--- src/rtl/wb_seq_master_if.sv ---
// Bus bundle for wb_seq_master: command port, response port and the
// Wishbone initiator signals. The master modport is the sequencer side; the
// slave modport is the view seen by whatever drives commands and acks.
interface wb_seq_master_if #(
  parameter int AW = 32
);
  logic          cmd_valid;
  logic          cmd_ready;
  logic          cmd_we;
  logic [AW-1:0] cmd_adr;
  logic [31:0]   cmd_dat;
  logic [3:0]    cmd_sel;

  logic          rsp_valid;
  logic          rsp_ready;
  logic [31:0]   rsp_dat;
  logic          rsp_err;

  logic          wbs_cyc_o;
  logic          wbs_stb_o;
  logic          wbs_we_o;
  logic [3:0]    wbs_sel_o;
  logic [AW-1:0] wbs_adr_o;
  logic [31:0]   wbs_dat_o;
  logic          wbs_ack_i;
  logic [31:0]   wbs_dat_i;

  modport master (
    input  cmd_valid, cmd_we, cmd_adr, cmd_dat, cmd_sel,
    output cmd_ready,
    output rsp_valid, rsp_dat, rsp_err,
    input  rsp_ready,
    output wbs_cyc_o, wbs_stb_o, wbs_we_o, wbs_sel_o, wbs_adr_o, wbs_dat_o,
    input  wbs_ack_i, wbs_dat_i
  );

  modport slave (
    output cmd_valid, cmd_we, cmd_adr, cmd_dat, cmd_sel,
    input  cmd_ready,
    input  rsp_valid, rsp_dat, rsp_err,
    output rsp_ready,
    input  wbs_cyc_o, wbs_stb_o, wbs_we_o, wbs_sel_o, wbs_adr_o, wbs_dat_o,
    output wbs_ack_i, wbs_dat_i
  );
endinterface

--- src/rtl/wb_seq_master.sv ---
// Single-outstanding Wishbone initiator: one classic single read or write per
// accepted command, with read data or a timeout error returned on a
// valid/ready response port. All outputs are registered.
module wb_seq_master #(
  parameter int TIMEOUT = 255,
  parameter int AW      = 32
) (
  input  logic            wb_clk_i,
  input  logic            wb_rst_ni,
  wb_seq_master_if.master bus
);

  // Counter only has to reach TIMEOUT-1; keep at least one bit.
  localparam int            CW       = (TIMEOUT > 1) ? $clog2(TIMEOUT) : 1;
  localparam bit            TO_EN    = (TIMEOUT != 0);
  localparam logic [CW-1:0] CNT_LAST = CW'(TIMEOUT - 1);

  typedef enum logic [1:0] {IDLE, BUS, RESP} state_t;

  state_t        state_reg,     state_next;
  logic [CW-1:0] cnt_reg,       cnt_next;
  logic          cmd_ready_reg, cmd_ready_next;
  logic          cyc_reg,       cyc_next;
  logic          we_reg,        we_next;
  logic [3:0]    sel_reg,       sel_next;
  logic [AW-1:0] adr_reg,       adr_next;
  logic [31:0]   dat_reg,       dat_next;
  logic          rsp_valid_reg, rsp_valid_next;
  logic [31:0]   rsp_dat_reg,   rsp_dat_next;
  logic          rsp_err_reg,   rsp_err_next;

  // State and every output register; reset clears the lot asynchronously.
  always_ff @(posedge wb_clk_i or negedge wb_rst_ni) begin
    if (!wb_rst_ni) begin
      state_reg     <= IDLE;
      cnt_reg       <= '0;
      cmd_ready_reg <= 1'b0;
      cyc_reg       <= 1'b0;
      we_reg        <= 1'b0;
      sel_reg       <= '0;
      adr_reg       <= '0;
      dat_reg       <= '0;
      rsp_valid_reg <= 1'b0;
      rsp_dat_reg   <= '0;
      rsp_err_reg   <= 1'b0;
    end else begin
      state_reg     <= state_next;
      cnt_reg       <= cnt_next;
      cmd_ready_reg <= cmd_ready_next;
      cyc_reg       <= cyc_next;
      we_reg        <= we_next;
      sel_reg       <= sel_next;
      adr_reg       <= adr_next;
      dat_reg       <= dat_next;
      rsp_valid_reg <= rsp_valid_next;
      rsp_dat_reg   <= rsp_dat_next;
      rsp_err_reg   <= rsp_err_next;
    end
  end

  // Next-state and next-output decode; everything holds unless a case moves it.
  always_comb begin
    state_next     = state_reg;
    cnt_next       = cnt_reg;
    cmd_ready_next = 1'b0;
    cyc_next       = cyc_reg;
    we_next        = we_reg;
    sel_next       = sel_reg;
    adr_next       = adr_reg;
    dat_next       = dat_reg;
    rsp_valid_next = rsp_valid_reg;
    rsp_dat_next   = rsp_dat_reg;
    rsp_err_next   = rsp_err_reg;
    case (state_reg)
      IDLE: begin
        // cmd_ready is only ever high in IDLE, so it gates the accept.
        cmd_ready_next = 1'b1;
        if (bus.cmd_valid && cmd_ready_reg) begin
          cmd_ready_next = 1'b0;
          we_next        = bus.cmd_we;
          adr_next       = bus.cmd_adr;
          dat_next       = bus.cmd_dat;
          sel_next       = bus.cmd_sel;
          cyc_next       = 1'b1;
          cnt_next       = '0;
          state_next     = BUS;
        end
      end
      BUS: begin
        if (bus.wbs_ack_i) begin
          // Ack beats a simultaneous timeout expiry.
          cyc_next       = 1'b0;
          rsp_valid_next = 1'b1;
          rsp_dat_next   = we_reg ? 32'h0 : bus.wbs_dat_i;
          rsp_err_next   = 1'b0;
          state_next     = RESP;
        end else if (TO_EN && (cnt_reg == CNT_LAST)) begin
          cyc_next       = 1'b0;
          rsp_valid_next = 1'b1;
          rsp_dat_next   = 32'h0;
          rsp_err_next   = 1'b1;
          state_next     = RESP;
        end else if (cnt_reg != {CW{1'b1}}) begin
          // Saturate rather than wrap when the timeout is disabled.
          cnt_next = cnt_reg + CW'(1);
        end
      end
      RESP: begin
        if (bus.rsp_ready) begin
          rsp_valid_next = 1'b0;
          state_next     = IDLE;
        end
      end
      default: state_next = IDLE;
    endcase
  end

  assign bus.cmd_ready = cmd_ready_reg;
  assign bus.rsp_valid = rsp_valid_reg;
  assign bus.rsp_dat   = rsp_dat_reg;
  assign bus.rsp_err   = rsp_err_reg;
  assign bus.wbs_cyc_o = cyc_reg;
  assign bus.wbs_stb_o = cyc_reg;
  assign bus.wbs_we_o  = we_reg;
  assign bus.wbs_sel_o = sel_reg;
  assign bus.wbs_adr_o = adr_reg;
  assign bus.wbs_dat_o = dat_reg;

endmodule
--- src/flat_wrapper.sv ---
// flat-port wrapper written by rule: the top's interface ports become plain ports
module wb_seq_master_flat 
#(
  parameter int TIMEOUT = 255,
  parameter int AW      = 32
)
  (wb_clk_i, wb_rst_ni, bus_cmd_valid, bus_cmd_we, bus_cmd_adr, bus_cmd_dat, bus_cmd_sel, bus_cmd_ready, bus_rsp_valid, bus_rsp_dat, bus_rsp_err, bus_rsp_ready, bus_wbs_cyc_o, bus_wbs_stb_o, bus_wbs_we_o, bus_wbs_sel_o, bus_wbs_adr_o, bus_wbs_dat_o, bus_wbs_ack_i, bus_wbs_dat_i);
  wb_seq_master_if #(.AW(AW)) bus_i ();
  input  logic wb_clk_i;
  input  logic wb_rst_ni;
  input wire logic [$bits(bus_i.cmd_valid)-1:0] bus_cmd_valid;
  input wire logic [$bits(bus_i.cmd_we)-1:0] bus_cmd_we;
  input wire logic [$bits(bus_i.cmd_adr)-1:0] bus_cmd_adr;
  input wire logic [$bits(bus_i.cmd_dat)-1:0] bus_cmd_dat;
  input wire logic [$bits(bus_i.cmd_sel)-1:0] bus_cmd_sel;
  output wire logic [$bits(bus_i.cmd_ready)-1:0] bus_cmd_ready;
  output wire logic [$bits(bus_i.rsp_valid)-1:0] bus_rsp_valid;
  output wire logic [$bits(bus_i.rsp_dat)-1:0] bus_rsp_dat;
  output wire logic [$bits(bus_i.rsp_err)-1:0] bus_rsp_err;
  input wire logic [$bits(bus_i.rsp_ready)-1:0] bus_rsp_ready;
  output wire logic [$bits(bus_i.wbs_cyc_o)-1:0] bus_wbs_cyc_o;
  output wire logic [$bits(bus_i.wbs_stb_o)-1:0] bus_wbs_stb_o;
  output wire logic [$bits(bus_i.wbs_we_o)-1:0] bus_wbs_we_o;
  output wire logic [$bits(bus_i.wbs_sel_o)-1:0] bus_wbs_sel_o;
  output wire logic [$bits(bus_i.wbs_adr_o)-1:0] bus_wbs_adr_o;
  output wire logic [$bits(bus_i.wbs_dat_o)-1:0] bus_wbs_dat_o;
  input wire logic [$bits(bus_i.wbs_ack_i)-1:0] bus_wbs_ack_i;
  input wire logic [$bits(bus_i.wbs_dat_i)-1:0] bus_wbs_dat_i;
  assign bus_i.cmd_valid = bus_cmd_valid;
  assign bus_i.cmd_we = bus_cmd_we;
  assign bus_i.cmd_adr = bus_cmd_adr;
  assign bus_i.cmd_dat = bus_cmd_dat;
  assign bus_i.cmd_sel = bus_cmd_sel;
  assign bus_cmd_ready = bus_i.cmd_ready;
  assign bus_rsp_valid = bus_i.rsp_valid;
  assign bus_rsp_dat = bus_i.rsp_dat;
  assign bus_rsp_err = bus_i.rsp_err;
  assign bus_i.rsp_ready = bus_rsp_ready;
  assign bus_wbs_cyc_o = bus_i.wbs_cyc_o;
  assign bus_wbs_stb_o = bus_i.wbs_stb_o;
  assign bus_wbs_we_o = bus_i.wbs_we_o;
  assign bus_wbs_sel_o = bus_i.wbs_sel_o;
  assign bus_wbs_adr_o = bus_i.wbs_adr_o;
  assign bus_wbs_dat_o = bus_i.wbs_dat_o;
  assign bus_i.wbs_ack_i = bus_wbs_ack_i;
  assign bus_i.wbs_dat_i = bus_wbs_dat_i;
  wb_seq_master #(.TIMEOUT(TIMEOUT), .AW(AW)) u_core (.wb_clk_i(wb_clk_i), .wb_rst_ni(wb_rst_ni), .bus(bus_i));
endmodule
--- config.mk ---
export PLATFORM = sky130hd
export DESIGN_NAME = wb_seq_master_flat
export DESIGN_NICKNAME = d
export VERILOG_FILES = /design/src/rtl/wb_seq_master_if.sv /design/src/rtl/wb_seq_master.sv /design/src/flat_wrapper.sv
export SDC_FILE = /design/constraint.sdc
export NUM_CORES = 1
export LEC_CHECK = 0
export CORE_ASPECT_RATIO = 0.8
export CORE_MARGIN = 1
export CORE_UTILIZATION = 40
export CTS_CLUSTER_SIZE = 30
export DETAILED_ROUTE_END_ITERATION = 7
export HOLD_SLACK_MARGIN = 0.12
export PLACE_DENSITY = 0.79
export RECOVER_POWER = 25
export SLEW_MARGIN = 0
export SYNTH_ARGS = -nofsm -noshare
export SYNTH_HDL_FRONTEND = slang
export SYNTH_SLANG_ARGS = --single-unit
--- constraint.sdc ---
create_clock -name wb_clk_i -period 3.25 [get_ports wb_clk_i]
set_input_delay 0.325 -clock wb_clk_i [delete_from_list [all_inputs] [get_ports wb_clk_i]]
set_output_delay 0.325 -clock wb_clk_i [all_outputs]
set_load 0.1 [all_outputs]
==> flow_metrics.env <==
export IMPL_crit_chain="clkdlybuf4s50_1"
export IMPL_dpl_worst_slack_ns=0.843
export IMPL_gp_congestion=0.759
export IMPL_worstMarginPinSlew_ns=1.48
export IMPL_overflow=0
export IMPL_cts_sinks=115
export IMPL_required_ns=2.92
export IMPL_ys_async_sr_fraction_pct=100
export IMPL_synthCells=435
export IMPL_synth_edf_count=0
export IMPL_syn_avg_cell_area_sq_um=10.1
export IMPL_whs_endpoint="u_core.bus.wbs_adr_o[6]$_DFFE_PN0P_"
export IMPL_grt_max_degree=72
export IMPL_slowest_delay_ns=1.19
export IMPL_die_height_um=95.9
export IMPL_die_width_um=119
export IMPL_rsz0062_at_grt="false"
export IMPL_setup_viol=0
export IMPL_cts_clk_slew_worst_paths_ns=0.05
export IMPL_path_delay_family="buffers and inverters"
export IMPL_status="finished, final reports clean"
export IMPL_via_per_inst=4.86
export IMPL_drtAntennaViolNets=0
export IMPL_cts_tree="built"
export IMPL_worstHoldPathCells=3
export IMPL_num_rows=33
export IMPL_fin_cells=802
export IMPL_synth_fp_nets=543
export IMPL_synth_compound_area_share_pct=10.4
export IMPL_r2r_end="u_core.cnt_reg[4]$_DFFE_PN0P_"
export IMPL_synth_top_area_share_pct=65.3
export IMPL_yosys_area_share_simple_pct=20.7
export IMPL_fillerInstances=763
export IMPL_min_delay_start="bus_cmd_adr[6]"
export IMPL_core_area_sq_mm=0.0105
export IMPL_diodes=0
export IMPL_hold_path_class="primary input to flop"
export IMPL_cp_num_cells=1
export IMPL_synth_top_family_by_area="simple AND/OR/NAND/NOR gates"
export IMPL_finalCritPeriodShare_pct=71.9
export IMPL_r2r_slack_ns=1.15
export IMPL_start_util_pct=42.0
export IMPL_post_dp_hpwl_um=8530
export IMPL_grt_pass1_vias=3840
export IMPL_cp_num_buf_inv=1
export IMPL_mostFrequentLayoutCells="nand2_1, clkdlybuf4s50_1, dfrtp_1"
export IMPL_hold_viol=0
export IMPL_ys_ff_latch=115
export IMPL_crit_fanout=3
export IMPL_clockRootBuffer="clkbuf_16"
export IMPL_layout_setup_ws_ns=0.914
export IMPL_r2r_start="u_core.state_reg[1]$_DFFE_PN0P_"
export IMPL_cts_path_max_buffers=2
export IMPL_grt_pass1_wl_um=19500
export IMPL_wl_per_cell_um=15.7
export IMPL_syn_to_final_growth_pct=66.7
export IMPL_pin_count=212
export IMPL_finalWirelength_um=12600
export IMPL_finalClockSkew_ns=0.00539
export IMPL_synth_adder_area_share_pct=0.568
export IMPL_htree_levels=4
export IMPL_ys_seq_area_share_pct=65.3
export IMPL_post_cts_setup_buffer_count=0
export IMPL_insertion_delay_ns=0.40
export IMPL_antenna_found_initial=0
export IMPL_netlist_area_sq_mm=0.00441
export IMPL_ctsHoldBuffers=1
export IMPL_drt_iter0_drc=299
export IMPL_slowest_stage="clkdlybuf4s50_1"
export IMPL_portBuffers=211
export IMPL_cts_resized_gates=0
export IMPL_die_area_sq_mm=0.0114
export IMPL_synth_area_leaders="dfrtp_1, nand2_1, a22o_1"
export IMPL_fmax_mhz=428
export IMPL_ys_warnings_count=0
export IMPL_critPathKind="flop to output pin"
export IMPL_drc=0
export IMPL_drive_gt1_share_pct=6.34
export IMPL_dp_cells=769
export IMPL_period_needed_ns=2.34
export IMPL_start_kind="flop"
export IMPL_relSlewSlack_pct=1.30
export IMPL_critPathCaptureType="output pin"
export IMPL_setup_tns_ns=0
export IMPL_nets=757
export IMPL_synth_area_mux_share_pct=0.227
export IMPL_cap_violations=0
export IMPL_reg2reg_depth=5
export IMPL_firstDrtPassIters=4
export IMPL_grt_usage_pct=22.2
export IMPL_synth_xor_area_share_pct=0
export IMPL_hold_ws_ns=0.455
export IMPL_ys_flop_type="dfrtp_1"
export IMPL_vias=3898
export IMPL_slew_viol_final=0
export IMPL_arrival_ns=2.01
export IMPL_synth_top_area_cell="dfrtp_1"
export IMPL_netlist_cell_type_count=31
export IMPL_cts_buffers_inserted=17
## logic make-up after synthesis
logic type	Yosys count
and+or+nand+nor	229
DFF	115
AOI/OAI and AO/OA	59
buffers and inverters	29
adders and majority gates	2
muxes	1
## layout make-up
type                       count  area (sq um)  share of cell area, %
clock buffer                  18           429                   5.84
tap                          140           175                   2.38
clock inverter                14           259                   3.52
inverter                       6          22.5                  0.306
timing repair buffer         218          2170                   29.6
multi-input combinational    291          1410                   19.2
sequential                   115          2880                   39.2
## synth_stat cells (2+ instances only)
cell type and n:
dfrtp_1 115, o31ai_1 3, o21ai_0 10, a22o_1 32, nand2_1 210, nand2b_1 2
nand4_1 2, nor3_1 2, buf_2 7, o2111ai_1 2, buf_1 5, or3_1 3
clkbuf_1 9, inv_1 6, ha_1 2, nor2_1 5, a21oi_1 5, buf_4 2
## worst max path at each step
stage,slack (ns),to,from
finish,0.91,bus_wbs_we_o,u_core.bus.wbs_we_o$_DFFE_PN0P_
floorplan,1.12,u_core.cnt_reg[3]$_DFFE_PN0P_,u_core.bus.cmd_ready$_DFF_PN0_
detailed placement,0.84,u_core.cnt_reg[4]$_DFFE_PN0P_,bus_cmd_valid
global route,0.88,bus_wbs_we_o,u_core.bus.wbs_we_o$_DFFE_PN0P_
CTS,0.90,bus_wbs_we_o,u_core.bus.wbs_we_o$_DFFE_PN0P_
global placement,0.87,u_core.cnt_reg[4]$_DFFE_PN0P_,bus_cmd_valid
## per-stage QoR
step	area, sq um	util [%]
6_report	7350	70.1
5_1_grt	7350	70.1
4_1_cts	7350	70.1
3_5_place_dp	6650	63.4
3_3_place_gp	6650	63.4
2_1_floorplan	4410	-
## per-layer routing
layer	wire, um	vias to the layer above	track usage, %
li1	-	1851	-
met1	5370	1879	27.7
met2	6180	152	37.4
met3	795	16	7.23
met4	207	0	6.56
met5	0	-	0
Power is left out: the tool's default activity adds up to more than one toggle a clock period on the data nets, which glitch-free logic cannot reach.
